===== config.mk =====
export PLATFORM = sky130hd
export DESIGN_NAME = io_responder
export DESIGN_NICKNAME = d
export VERILOG_FILES = /design/src/rtl/io_responder.sv
export SDC_FILE = /design/constraint.sdc
export NUM_CORES = 1
export LEC_CHECK = 0
export ABC_AREA = 0
export CELL_PAD_IN_SITES_DETAIL_PLACEMENT = 1
export CELL_PAD_IN_SITES_GLOBAL_PLACEMENT = 1
export CORE_UTILIZATION = 50
export CTS_BUF_LIST = sky130_fd_sc_hd__clkbuf_8
export DETAILED_ROUTE_END_ITERATION = 8
export PLACE_DENSITY_LB_ADDON = 0.1
export SLEW_MARGIN = 20
export SYNTH_ARGS = -nofsm -noshare
export SYNTH_HDL_FRONTEND = slang
export SYNTH_HIERARCHICAL = 1
export SYNTH_SLANG_ARGS = --single-unit
export TNS_END_PERCENT = 20

===== constraint.sdc =====
create_clock -name clk -period 5 [get_ports clk]
set_input_delay 0.75 -clock clk [delete_from_list [all_inputs] [get_ports clk]]
set_output_delay 0.75 -clock clk [all_outputs]
set_load 0.01 [all_outputs]

===== src/rtl/io_responder.sv =====
// Memory-mapped I/O target: CPU writes feed a TX stream FIFO, an RX stream FIFO
// feeds CPU reads, and a status port exposes FIFO flags plus sticky error bits.

module io_responder_fifo #(
    parameter int DEPTH = 4
) (
    input  logic                   clk,
    input  logic                   reset,
    input  logic                   push_i,
    input  logic [7:0]             wdata_i,
    input  logic                   pop_i,
    output logic [7:0]             head_o,
    output logic [$clog2(DEPTH):0] count_o
);
    localparam int PW = $clog2(DEPTH);

    logic [7:0]    mem_q [DEPTH];
    logic [PW-1:0] wr_ptr_q, wr_ptr_d;
    logic [PW-1:0] rd_ptr_q, rd_ptr_d;
    logic [PW:0]   count_q, count_d;

    // NOTE: every signal assigned here gets a default first, so no path can infer a latch.
    always_comb begin
        wr_ptr_d = wr_ptr_q;
        rd_ptr_d = rd_ptr_q;
        count_d  = count_q;
        if (push_i) wr_ptr_d = wr_ptr_q + 1'b1;
        if (pop_i)  rd_ptr_d = rd_ptr_q + 1'b1;
        if (push_i && !pop_i)      count_d = count_q + 1'b1;
        else if (pop_i && !push_i) count_d = count_q - 1'b1;
    end

    // NOTE: storage is deliberately not reset; consumers qualify the head with the count.
    always_ff @(posedge clk) begin
        if (push_i) mem_q[wr_ptr_q] <= wdata_i;
    end

    // NOTE: sequential state uses non-blocking assignments so all registers update together.
    always_ff @(posedge clk) begin
        if (reset) begin
            wr_ptr_q <= '0;
            rd_ptr_q <= '0;
            count_q  <= '0;
        end else begin
            wr_ptr_q <= wr_ptr_d;
            rd_ptr_q <= rd_ptr_d;
            count_q  <= count_d;
        end
    end

    assign head_o  = mem_q[rd_ptr_q];
    assign count_o = count_q;
endmodule

module io_responder #(
    parameter int         DEPTH     = 4,
    parameter logic [7:0] OUT_PORT  = 8'h00,
    parameter logic [7:0] IN_PORT   = 8'h01,
    parameter logic [7:0] STAT_PORT = 8'h02,
    parameter logic [7:0] EMPTY_VAL = 8'hFF
) (
    input  logic       clk,
    input  logic       reset,
    input  logic       io_sel,
    input  logic [7:0] io_addr,
    input  logic       io_wr,
    input  logic       io_rd,
    input  logic       io_stb,
    input  logic [7:0] bus_in,
    output logic [7:0] bus_out,
    output logic       bus_oe,
    output logic [7:0] tx_data,
    output logic       tx_valid,
    input  logic       tx_ready,
    input  logic [7:0] rx_data,
    input  logic       rx_valid,
    output logic       rx_ready,
    output logic       bad_access
);
    localparam int            CW         = $clog2(DEPTH) + 1;
    localparam logic [CW-1:0] FULL_COUNT = CW'(DEPTH);

    logic          acc, rd_only, wr_only, is_out, is_in, is_stat, legal;
    logic          tx_wr, stat_wr, in_rd;
    logic          tx_pop, tx_push, rx_pop, rx_push;
    logic          tx_full, tx_empty, rx_nonempty;
    logic [7:0]    tx_head, rx_head, status;
    logic [CW-1:0] tx_count, rx_count;
    logic          tx_ovf_q, tx_ovf_d, rx_unf_q, rx_unf_d, bad_q, bad_d;

    assign acc     = io_sel & io_stb;
    assign rd_only = io_rd & ~io_wr;
    assign wr_only = io_wr & ~io_rd;
    assign is_out  = (io_addr == OUT_PORT);
    assign is_in   = (io_addr == IN_PORT);
    assign is_stat = (io_addr == STAT_PORT);
    assign legal   = (wr_only & (is_out | is_stat)) | (rd_only & (is_in | is_stat));

    assign tx_wr   = acc & wr_only & is_out;
    assign stat_wr = acc & wr_only & is_stat;
    assign in_rd   = acc & rd_only & is_in;

    assign tx_full     = (tx_count == FULL_COUNT);
    assign tx_empty    = (tx_count == '0);
    assign rx_nonempty = (rx_count != '0);

    // A full TX FIFO still accepts a write when the consumer drains a slot this cycle.
    assign tx_pop  = tx_valid & tx_ready;
    assign tx_push = tx_wr & (~tx_full | tx_pop);
    assign rx_push = rx_valid & rx_ready;
    assign rx_pop  = in_rd & rx_nonempty;

    io_responder_fifo #(.DEPTH(DEPTH)) u_tx_fifo (
        .clk     (clk),
        .reset   (reset),
        .push_i  (tx_push),
        .wdata_i (bus_in),
        .pop_i   (tx_pop),
        .head_o  (tx_head),
        .count_o (tx_count)
    );

    io_responder_fifo #(.DEPTH(DEPTH)) u_rx_fifo (
        .clk     (clk),
        .reset   (reset),
        .push_i  (rx_push),
        .wdata_i (rx_data),
        .pop_i   (rx_pop),
        .head_o  (rx_head),
        .count_o (rx_count)
    );

    // Sticky set takes priority over a write-1-to-clear in the same cycle.
    always_comb begin
        tx_ovf_d = tx_ovf_q & ~(stat_wr & bus_in[3]);
        rx_unf_d = rx_unf_q & ~(stat_wr & bus_in[4]);
        if (tx_wr && !tx_push)     tx_ovf_d = 1'b1;
        if (in_rd && !rx_nonempty) rx_unf_d = 1'b1;
        bad_d = acc & ~legal;
    end

    always_ff @(posedge clk) begin
        if (reset) begin
            tx_ovf_q <= 1'b0;
            rx_unf_q <= 1'b0;
            bad_q    <= 1'b0;
        end else begin
            tx_ovf_q <= tx_ovf_d;
            rx_unf_q <= rx_unf_d;
            bad_q    <= bad_d;
        end
    end

    assign status = {3'b000, rx_unf_q, tx_ovf_q, rx_nonempty, tx_empty, tx_full};
    assign bus_oe = io_sel & rd_only & (is_in | is_stat);

    always_comb begin
        bus_out = 8'h00;
        if (bus_oe) begin
            if (is_in) bus_out = rx_nonempty ? rx_head : EMPTY_VAL;
            else       bus_out = status;
        end
    end

    assign tx_valid   = ~tx_empty;
    assign tx_data    = tx_valid ? tx_head : 8'h00;
    assign rx_ready   = (rx_count != FULL_COUNT);
    assign bad_access = bad_q;
endmodule


# ---- After elaboration in Yosys (flattened, before gate mapping)
# Memories as Yosys holds them, arrays and structs flattened. A register that Yosys moved wholly into a read port is not among the register bits.
# Index checks and enable logic that the tools add are counted.
dict set report classes {
  add_sub_neg 8
  n_eq_ne 4
  n_mux 18
  n_bitwise 32
  reduce_logical 16
}
# operator n
set ops {}
lappend ops {{$mux 8} 4}
lappend ops {{$and 1x1->1} 21}
lappend ops {{$mux 3} 4}
lappend ops {{$add 2x1->2 const B} 4}
lappend ops {{$eq 8x1->1 const B} 1}
lappend ops {{$eq 8x2->1 const B} 1}
lappend ops {{$logic_not 8->1} 1}
lappend ops {{$mux 2} 4}
lappend ops {{$not 1->1} 7}
lappend ops {{$add 3x1->3 const B} 2}
lappend ops {{$logic_and 1x1->1} 6}
lappend ops {{$mux 1} 6}
lappend ops {{$sub 3x1->3 const B} 2}
lappend ops {{$logic_not 1->1} 5}
lappend ops {{$or 1x1->1} 4}
lappend ops {{$reduce_bool 2->1} 2}
lappend ops {{$eq 3x3->1 const B} 1}
lappend ops {{$logic_not 3->1} 1}
lappend ops {{$ne 3x3->1 const B} 1}
lappend ops {{$reduce_bool 3->1} 1}
dict set report word_totals {
  register_bits 17
  mem_bits_rw 64
  word_cells 89
  n_memories 2
}
# name words word_bits read_ports rd_ports_with_merged_regs wr line
set mem_list {}
lappend mem_list {u_rx_fifo.mem_q 4 8 1 1 1 17} ;# logic [7:0] mem_q [DEPTH];
lappend mem_list {u_tx_fifo.mem_q 4 8 1 1 1 17}

# ---- Logic depth before layout (Yosys ltp)
# Gate-level depths: netlist of run 1.
dict set report depth {
  word_depth 9
  ltp_mapped 10
  ltp_nobuf 10
}

# ---- Modules after synthesis
# Netlist of run 1, hierarchy kept.
# module n_inst cells_per_inst area_per_inst_um2 seq_area_each_um2
set by_module_without_submodules {}
lappend by_module_without_submodules {io_responder_fifo 2 84 1574.0 1141.1}
lappend by_module_without_submodules {io_responder 1 69 455.4 60.1}

# ---- Worst setup path after synthesis of run 1
# No wires, ideal clock.
dict set report synth_timing {
  path_kind {input-to-reg}
  startpoint {in io_addr[3]}
  endpoint {reg u_tx_fifo.count_q[2] (netlist: u_tx_fifo/count_o[2])}
  setup_time_ns 0.070
  arrival_ns 2.685
  required_ns 4.930
  slack_ns 2.245
  stages 9
  n_path_buf 0
  path_cell_list {nor4_4 and2_2 o211a_1 ha_1 inv_1 fa_1 xor2_1 or3_1 a21oi_1}
}
dict set report synth_via {
  elab_chain_len 6
  elab_cells_between_ends 8
  classes_between {mux: 1; bitwise: 2; reduce/logical: 5}
}
# element line
set synth_rtl {}
lappend synth_rtl {{from (decl)} 65} ;# input logic [7:0] io_addr,
lappend synth_rtl {{$logic_not 8->1 (*)} 94} ;# assign is_out = (io_addr == OUT_PORT);
lappend synth_rtl {{$and 1x1->1 (*)} 99} ;# assign tx_wr = acc & wr_only & is_out;
lappend synth_rtl {{$and 1x1->1 (*)} 109} ;# assign tx_push = tx_wr & (~tx_full | tx_pop);
lappend synth_rtl {{named net tx_push} 85} ;# logic tx_pop, tx_push, rx_pop, rx_push;
lappend synth_rtl {{$logic_not 1->1} 30} ;# else if (pop_i && !push_i) count_d = count_q - 1'b1;
lappend synth_rtl {{$logic_and 1x1->1} 30}
lappend synth_rtl {{$reduce_bool 2->1 (no source line)} --}
lappend synth_rtl {{to (signal assigned)} 47} ;# count_q <= count_d;
lappend synth_rtl {{to (decl)} 20} ;# logic [PW:0] count_q, count_d;
# Mark *: on every way through the listed nets, which the timed path passes. The rest lies on a longest branch.
# A chain may end at the register's enable or synchronous reset.

# ---- Final worst setup path of run 1
dict set report layout_timing {
  startpoint {in io_addr[3]}
  endpoint {out bus_out[1]}
}
dict set report layout_via {
  elab_chain_len 4
  elab_cells_between_ends 6
  classes_between {eq/ne: 2; mux: 2; bitwise: 2}
}
# element line
set layout_rtl {}
lappend layout_rtl {{$eq 8x1->1 or $eq 8x2->1 (tied branches)} {95, 96}}
lappend layout_rtl {{$or 1x1->1} 155} ;# assign bus_oe = io_sel & rd_only & (is_in | is_stat);
lappend layout_rtl {{$and 1x1->1} 155}
lappend layout_rtl {{$mux 8 (*)} 159} ;# if (bus_oe) begin
lappend layout_rtl {{to (decl)} 70} ;# output logic [7:0] bus_out,
# Mark *: on every way between the ends. The rest lies on a longest branch, timed or not.

==> results of run 1 <==
[Yosys cell counts]
library cell  number
nor2_1            26
nand2_1            8
clkbuf_1           4
o211a_1            1
nor3b_2            1
or3_1              2
nor2b_1            8
edfxtp_1          64
nand4_1            1
dfxtp_1           21
nand2b_1           1
and2_2             2
nand4_2            1
and2b_1            3
nor3b_1            1
or4_1              1
buf_6              2
and2_1             9
mux4_2            16
clkbuf_2           2
ha_1              10
fa_1               2
o21ai_0            4
nor3_1             9
a211oi_1           3
or2_0              1
xnor2_1            4
a22o_1             1
mux2i_1            4
a21oi_1            4
a311oi_1           1
inv_1             10
and4b_1            1
nand3_1            1
nor4_4             1
xor2_1             7
[worst paths after layout]
path                        start              endpoint
max                    io_addr[3]            bus_out[1]
min                      tx_ovf_q              tx_ovf_q
max reg2reg  u_tx_fifo/count_o[0]  u_tx_fifo/count_o[2]
min reg2reg              tx_ovf_q              tx_ovf_q
[metal layers]
metal	GRT usage	vias to the layer above	wire length [um]
li1	-	984	-
met1	0.247	1032	2880
met2	0.407	48	4100
met3	0.0445	12	229
met4	0.105	0	162
met5	0	-	0
[report_power, final]
| part | internal (uW) | total [uW] | switching (uW) |
|---|---|---|---|
| clock | 294 | 558 | 264 |
| combinational | 206 | 396 | 190 |
| sequential | 803 | 841 | 37.3 |
| total | 1300 | 1800 | 491 |
[state kept, by name, summed over array words and instances (netlist names), named ones only]
name,count
u_rx_fifo/wr_ptr_q,2
u_tx_fifo/rd_ptr_q,2
tx_ovf_q,1
u_tx_fifo/wr_ptr_q,2
u_tx_fifo/mem_q,32
u_rx_fifo/mem_q,32
u_tx_fifo/count_o,3
rx_unf_q,1
u_rx_fifo/count_o,3
bad_access,1
u_rx_fifo/rd_ptr_q,2
[logic make-up (layout without fill, tap and decap cells)]
family,count (synthesis),count (layout),share of synthesized area
buffers and inverters,18,79,0.0236
and+or+nand+nor,77,77,0.118
adders and majority gates,12,12,0.0458
DFF,85,85,0.650
AOI/OAI and AO/OA,14,14,0.0250
xor gates and xnor gates,11,11,0.0267
muxes,20,20,0.111
[final cells by class]
cell class	count	area (um^2)	share of cell area
clock inverters	7	114	0.0256
inverters	10	37.5	0.00846
repair buffers	53	526	0.118
multi-input cells	134	1180	0.265
well taps	96	120	0.0271
flip-flops and latches	85	2340	0.528
clock buffers	9	124	0.0279
[cell usage in the layout (no fill, tap or decap)]
cell and n:
edfxtp_1 64, clkdlybuf4s50_1 51, nor2_1 26, dfxtp_1 21, mux4_2 16, inv_1 10
ha_1 10, nor3_1 9, and2_1 9, clkbuf_8 9, nor2b_1 8, nand2_1 8
xor2_1 7, o21ai_0 4, a21oi_1 4, xnor2_1 4, mux2i_1 4, a211oi_1 3
and2b_1 3, inv_6 3, and2_2 2, bufinv_16 2, buf_4 2, or3_1 2
fa_1 2, nor4_4 1, nor3b_2 1, nand3_1 1, nand4_1 1, nand2b_1 1
and4b_1 1, o211a_1 1, nor3b_1 1, nand4_2 1, or2_0 1, a22o_1 1
a311oi_1 1, or4_1 1, inv_8 1, clkinv_8 1
[per-stage QoR]
step                      area [um^2]  hold WS [ns]
after floorplan                  3600         0.444
after global placement           4200         0.467
after detailed placement         4200         0.474
after CTS                        4440         0.489
after global routing             4440         0.522
final                            4440         0.487
[worst max-delay path: stages]
cell	delay (ns)
clkdlybuf4s50_1	0.44
nor4_4	0.37
and2_2	0.22
nand3_1	0.24
a211oi_1	0.32
clkdlybuf4s50_1	0.58
==> metrics, run 1 <==
crit end category=primary output; final core utilization=0.646; MaxCap Viol Count=0; total clock sinks=85; largest net degree at the start of global routing=20; routed len/inst=approximately 19 um; Area Overhead vs Synth=23.2%; vias in the first global route=2,256; grt ovf=0; total power=roughly 1800 uW; critical path type=in2out; Hold Crit Depth=2; fmax=~0.27 GHz; Worst slew margin=0.480; cell leakage power=about 0.0015 uW; FP Rows=30; largest area contributor in the netlist=edfxtp_1; Final Instance Count excl. Fillers=roughly 400; Clock Pin Slew Worst Setup and Hold Paths=around 0.090 ns; R2R Setup Slk=2.63 ns; Crit Path Max Fanout=6; fin crit period=3.68 ns; CTS Buf Count=9; Initial Util=0.525; first drt pass iteration count=4; io pins=52; Syn Inst Count=~240; Critical Path AT=slightly below 3 ns; CTS tree=built; Synthesized Nets=281; Die Width=~87 um; PortBufs=51; DR vias/cell=between 5 and 6; Synth area leaders=edfxtp_1, dfxtp_1, mux4_2; DRT Wirelength=~7400 um; Resized cells post-CTS=0; Final nets=around 340; Placement Setup Slack=1.30 ns; Pins Over Slew Limit=0; Die ar.=0.00755 mm^2; fillers=between 600 and 700; clk_lat worst skew=0.35 ns; outcome=complete, no violations; Unique masters post-synth=36; Worst Skew=between 0.005 and 0.006 ns; DRT antenna net count=0; r2r worst-path depth=9; Hold Violations, Final=0; Seq/Total Area, Yosys=0.650; RD Place Congestion=roughly 0.75; gr usage total=0.222; residual DRC count=0; share of cells above drive strength 1=0.131; DIE HEIGHT=86.9 um; Req. time, crit path=4.25 ns; post-synth top area share=0.533; Final Worst Setup Slack=1.32 ns; Setup Buffers After CTS=0; Yosys reg bits=85; Diodes inserted=0; Worst VDD drop=207 uV; hold buffer count at CTS=0; Vias=2,076; Slew @ Worst Pin=approximately 0.8 ns; Max Root-Sink Buffers=2; CTS H-tree depth=3; final setup violating endpoints=0; first-pass GRT wire length=around 12,000 um; number of DRC markers in iteration 0=83; RSZ-0062 raised after global routing=no; crit share post-route=0.737; Core Area=0.00687 mm^2; initial antenna violation count=0; placed cells=378; synthesized area=between 0.003 and 0.004 mm^2; syn_area_per_cell=15.2 um^2; P per Cell Area=~400 mW/mm^2; Hold WC Path Type=reg2reg; startpoint types=input port; post-DP HPWL=approximately 5300 um; TNS Setup=0 ns; Root Buffer=clkbuf_8; yosys warns=6
Power figures use the tool's default switching activity.
==> run 2, diff against run 1 <==
CORE_UTILIZATION = 47   (was 50)
clock period = 3.6 ns   (was 5 ns; I/O delays follow)
==> run 2 against run 1 <==
  * Utilization is 4.6 points lower
  * Total power grew 33%
  * Global-route usage fell by 2.1 points
  * Worst hold slack gained 0.0067 ns
  * Critical path depth unchanged
  * Combinational power increased by 39%
  * Flip-flop and latch count unchanged
  * Setup slack lost 0.88 ns
  * Die area rose by 6.2%
  * Critical endpoint unchanged
  * Largest power group unchanged
  * Highest routed layer unchanged
==> metrics, run 2 (synthesis results as in run 1) <==
RSZ-0062 raised after global routing=no; Core Area=0.00733 mm^2 (+6.7%); CP bufs+invs=2 (unchanged); final core utilization=0.601 (-0.0457); gr usage total=0.200 (-0.0214); CP max stage cell=clkdlybuf4s50_1; grt ovf=0 (unchanged); DRT antenna net count=0 (unchanged); first drt pass iteration count=4 (unchanged); CTS H-tree depth=3 (unchanged); total clock sinks=85 (unchanged); Slew @ Worst Pin=0.772 ns (-0.00579 ns); CTS tree=built; Initial Util=0.492 (-0.0330); share of cells above drive strength 1=0.128 (-0.00336); Final Worst Setup Slack=0.436 ns (-0.880 ns); most common cell after layout, fill and taps aside=edfxtp_1; fmax=roughly 0.32 GHz; FP Rows=31 (+3.3%); Crit Path Max Fanout=6 (unchanged); hold buffer count at CTS=0 (unchanged); Req. time, crit path=3.06 ns (-1.19 ns); WHS Endpoint=rx_unf_q; Hold Violations, Final=0 (unchanged); Die Width=89.6 um (+3.1%); clock power share=0.283 (-0.028); Critical Path AT=2.62 ns (-0.31 ns); Die ar.=0.00802 mm^2 (+6.2%); Root Buffer=clkbuf_8; Worst VDD drop=361 uV (+75%); number of DRC markers in iteration 0=87 (+4.8%); worst path cell trace=clkdlybuf4s50_1 > nor4_4 > and2_2 > nand3_1 > a211oi_1 > clkdlybuf4s50_1; crit end category=primary output; Hold Crit Start=rx_unf_q; final setup violating endpoints=0 (unchanged); Diodes inserted=0 (unchanged); PortBufs=51 (unchanged); P_sw=666 uW (+36%); Crit path max-delay family=buffers and inverters; fin crit period=between 3 and 4 ns; placed cells=381 (+0.79%); DRT Wirelength=7170 um (-2.9%); Sw Ratio=0.278 (+0.00470); Final Instance Count excl. Fillers=397 (+0.76%); Final nets=337 (unchanged); Worst Skew=0.0107 ns (+0.00535 ns); commonest non-fill, non-tap cells in the layout=edfxtp_1, clkdlybuf4s50_1, nor2_1, dfxtp_1, mux4_2; Hold Crit Depth=2 (unchanged); residual DRC count=0 (unchanged); largest net degree at the start of global routing=20 (unchanged); Cell Int Power=1730 uW (+32%); Reg power frac=0.488 (+0.020); Setup Buffers After CTS=0 (unchanged); TNS Setup=0 ns (unchanged); initial antenna violation count=0 (unchanged); DIE HEIGHT=89.6 um (+3.1%); Vias=2,067 (-0.43%); first-pass GRT wire length=11,300 um (-4.2%); Placement Setup Slack=0.340 ns (-0.964 ns); Max Root-Sink Buffers=2 (unchanged); reg-to-reg startpoint=u_tx_fifo/count_o[0]; fillers=690 (+4.7%); Worst slew margin=0.484 (+0.00387); CP max stage delay=0.57 ns (about the same); CTS Buf Count=9 (unchanged); Clock Pin Slew Worst Setup and Hold Paths=0.08 ns (about the same); vias in the first global route=2,228 (-1.2%); Hold WC Path Type=reg2reg; io pins=52 (unchanged); cell leakage power=0.00149 uW (-1.7%); routed len/inst=18.0 um (-3.6%); critical path type=in2out; startpoint types=input port; Comb power frac=0.230 (+0.009); Resized cells post-CTS=0 (unchanged); crit share post-route=0.879; post-DP HPWL=5230 um (-0.66%); P per Cell Area=543 mW/mm^2 (+34%); outcome=complete, no violations; CP most frequent cell=clkdlybuf4s50_1; R2R Setup Slk=1.31 ns (-1.32 ns); Area Overhead vs Synth=22.2%; MaxCap Viol Count=0 (unchanged); biggest regs=u_rx_fifo/mem_q x32, u_tx_fifo/mem_q x32; Critical Path Stages=6 (unchanged); RD Place Congestion=0.694 (-7.2%); clk_lat worst skew=0.35 ns (about the same); reg2reg end=u_tx_fifo/count_o[2]; DR vias/cell=5.21 (-1.2%); Pins Over Slew Limit=0 (unchanged); r2r worst-path depth=9 (unchanged); Multi-input gate area=0.00118 mm^2 (unchanged); storage element area=0.00234 mm^2 (unchanged)
run 2: worst min-delay path, stage by stage, from the launching register on:
cell,delay [ns]
dfxtp_1,0.32
o21ai_0,0.07
a21oi_1,0.06
run 2: cell type report:
cell class,count,share of cell area
flip-flops and latches,85,0.532
multi-input cells,134,0.267
repair buffers,53,0.119
clock buffers,9,0.0281
well taps,99,0.0281
clock inverters,7,0.0168
inverters,10,0.00853
run 2: power groups by stage:
stage	registers, uW	clock network (uW)	logic [uW]
after floorplan	1170	0	307
after CTS	1170	691	561
final	1170	676	550
after detailed placement	1190	0	559
after global routing	1180	724	616
after global placement	1190	0	540
run 2: stage by stage:
step	area (um^2)	hold WS [ns]	total power, uW
after floorplan	3600	0.444	1470
after global placement	4210	0.472	1730
after detailed placement	4210	0.480	1750
after CTS	4400	0.493	2420
after global routing	4400	0.531	2520
final	4400	0.494	2390
run 2: worst max-delay path by stage:
stage          slack [ns]                   end       start
2_1_floorplan        1.05  u_tx_fifo/count_o[2]  io_addr[3]
3_3_place_gp         0.42  u_rx_fifo/count_o[2]  io_addr[3]
3_5_place_dp         0.34  u_tx_fifo/count_o[2]  io_addr[3]
4_1_cts              0.41            bus_out[1]  io_addr[3]
5_1_grt              0.27            bus_out[1]  io_addr[3]
6_report             0.44            bus_out[1]  io_addr[3]
run 2: routing by layer:
layer / routed length, um / GRT usage / vias up / share of wire
li1: - / - / 975 / -
met1: 3140 / 0.255 / 1049 / 0.44
met2: 3710 / 0.339 / 35 / 0.52
met3: 207 / 0.0452 / 8 / 0.029
met4: 106 / 0.0722 / 0 / 0.015
met5: 0 / 0 / - / 0
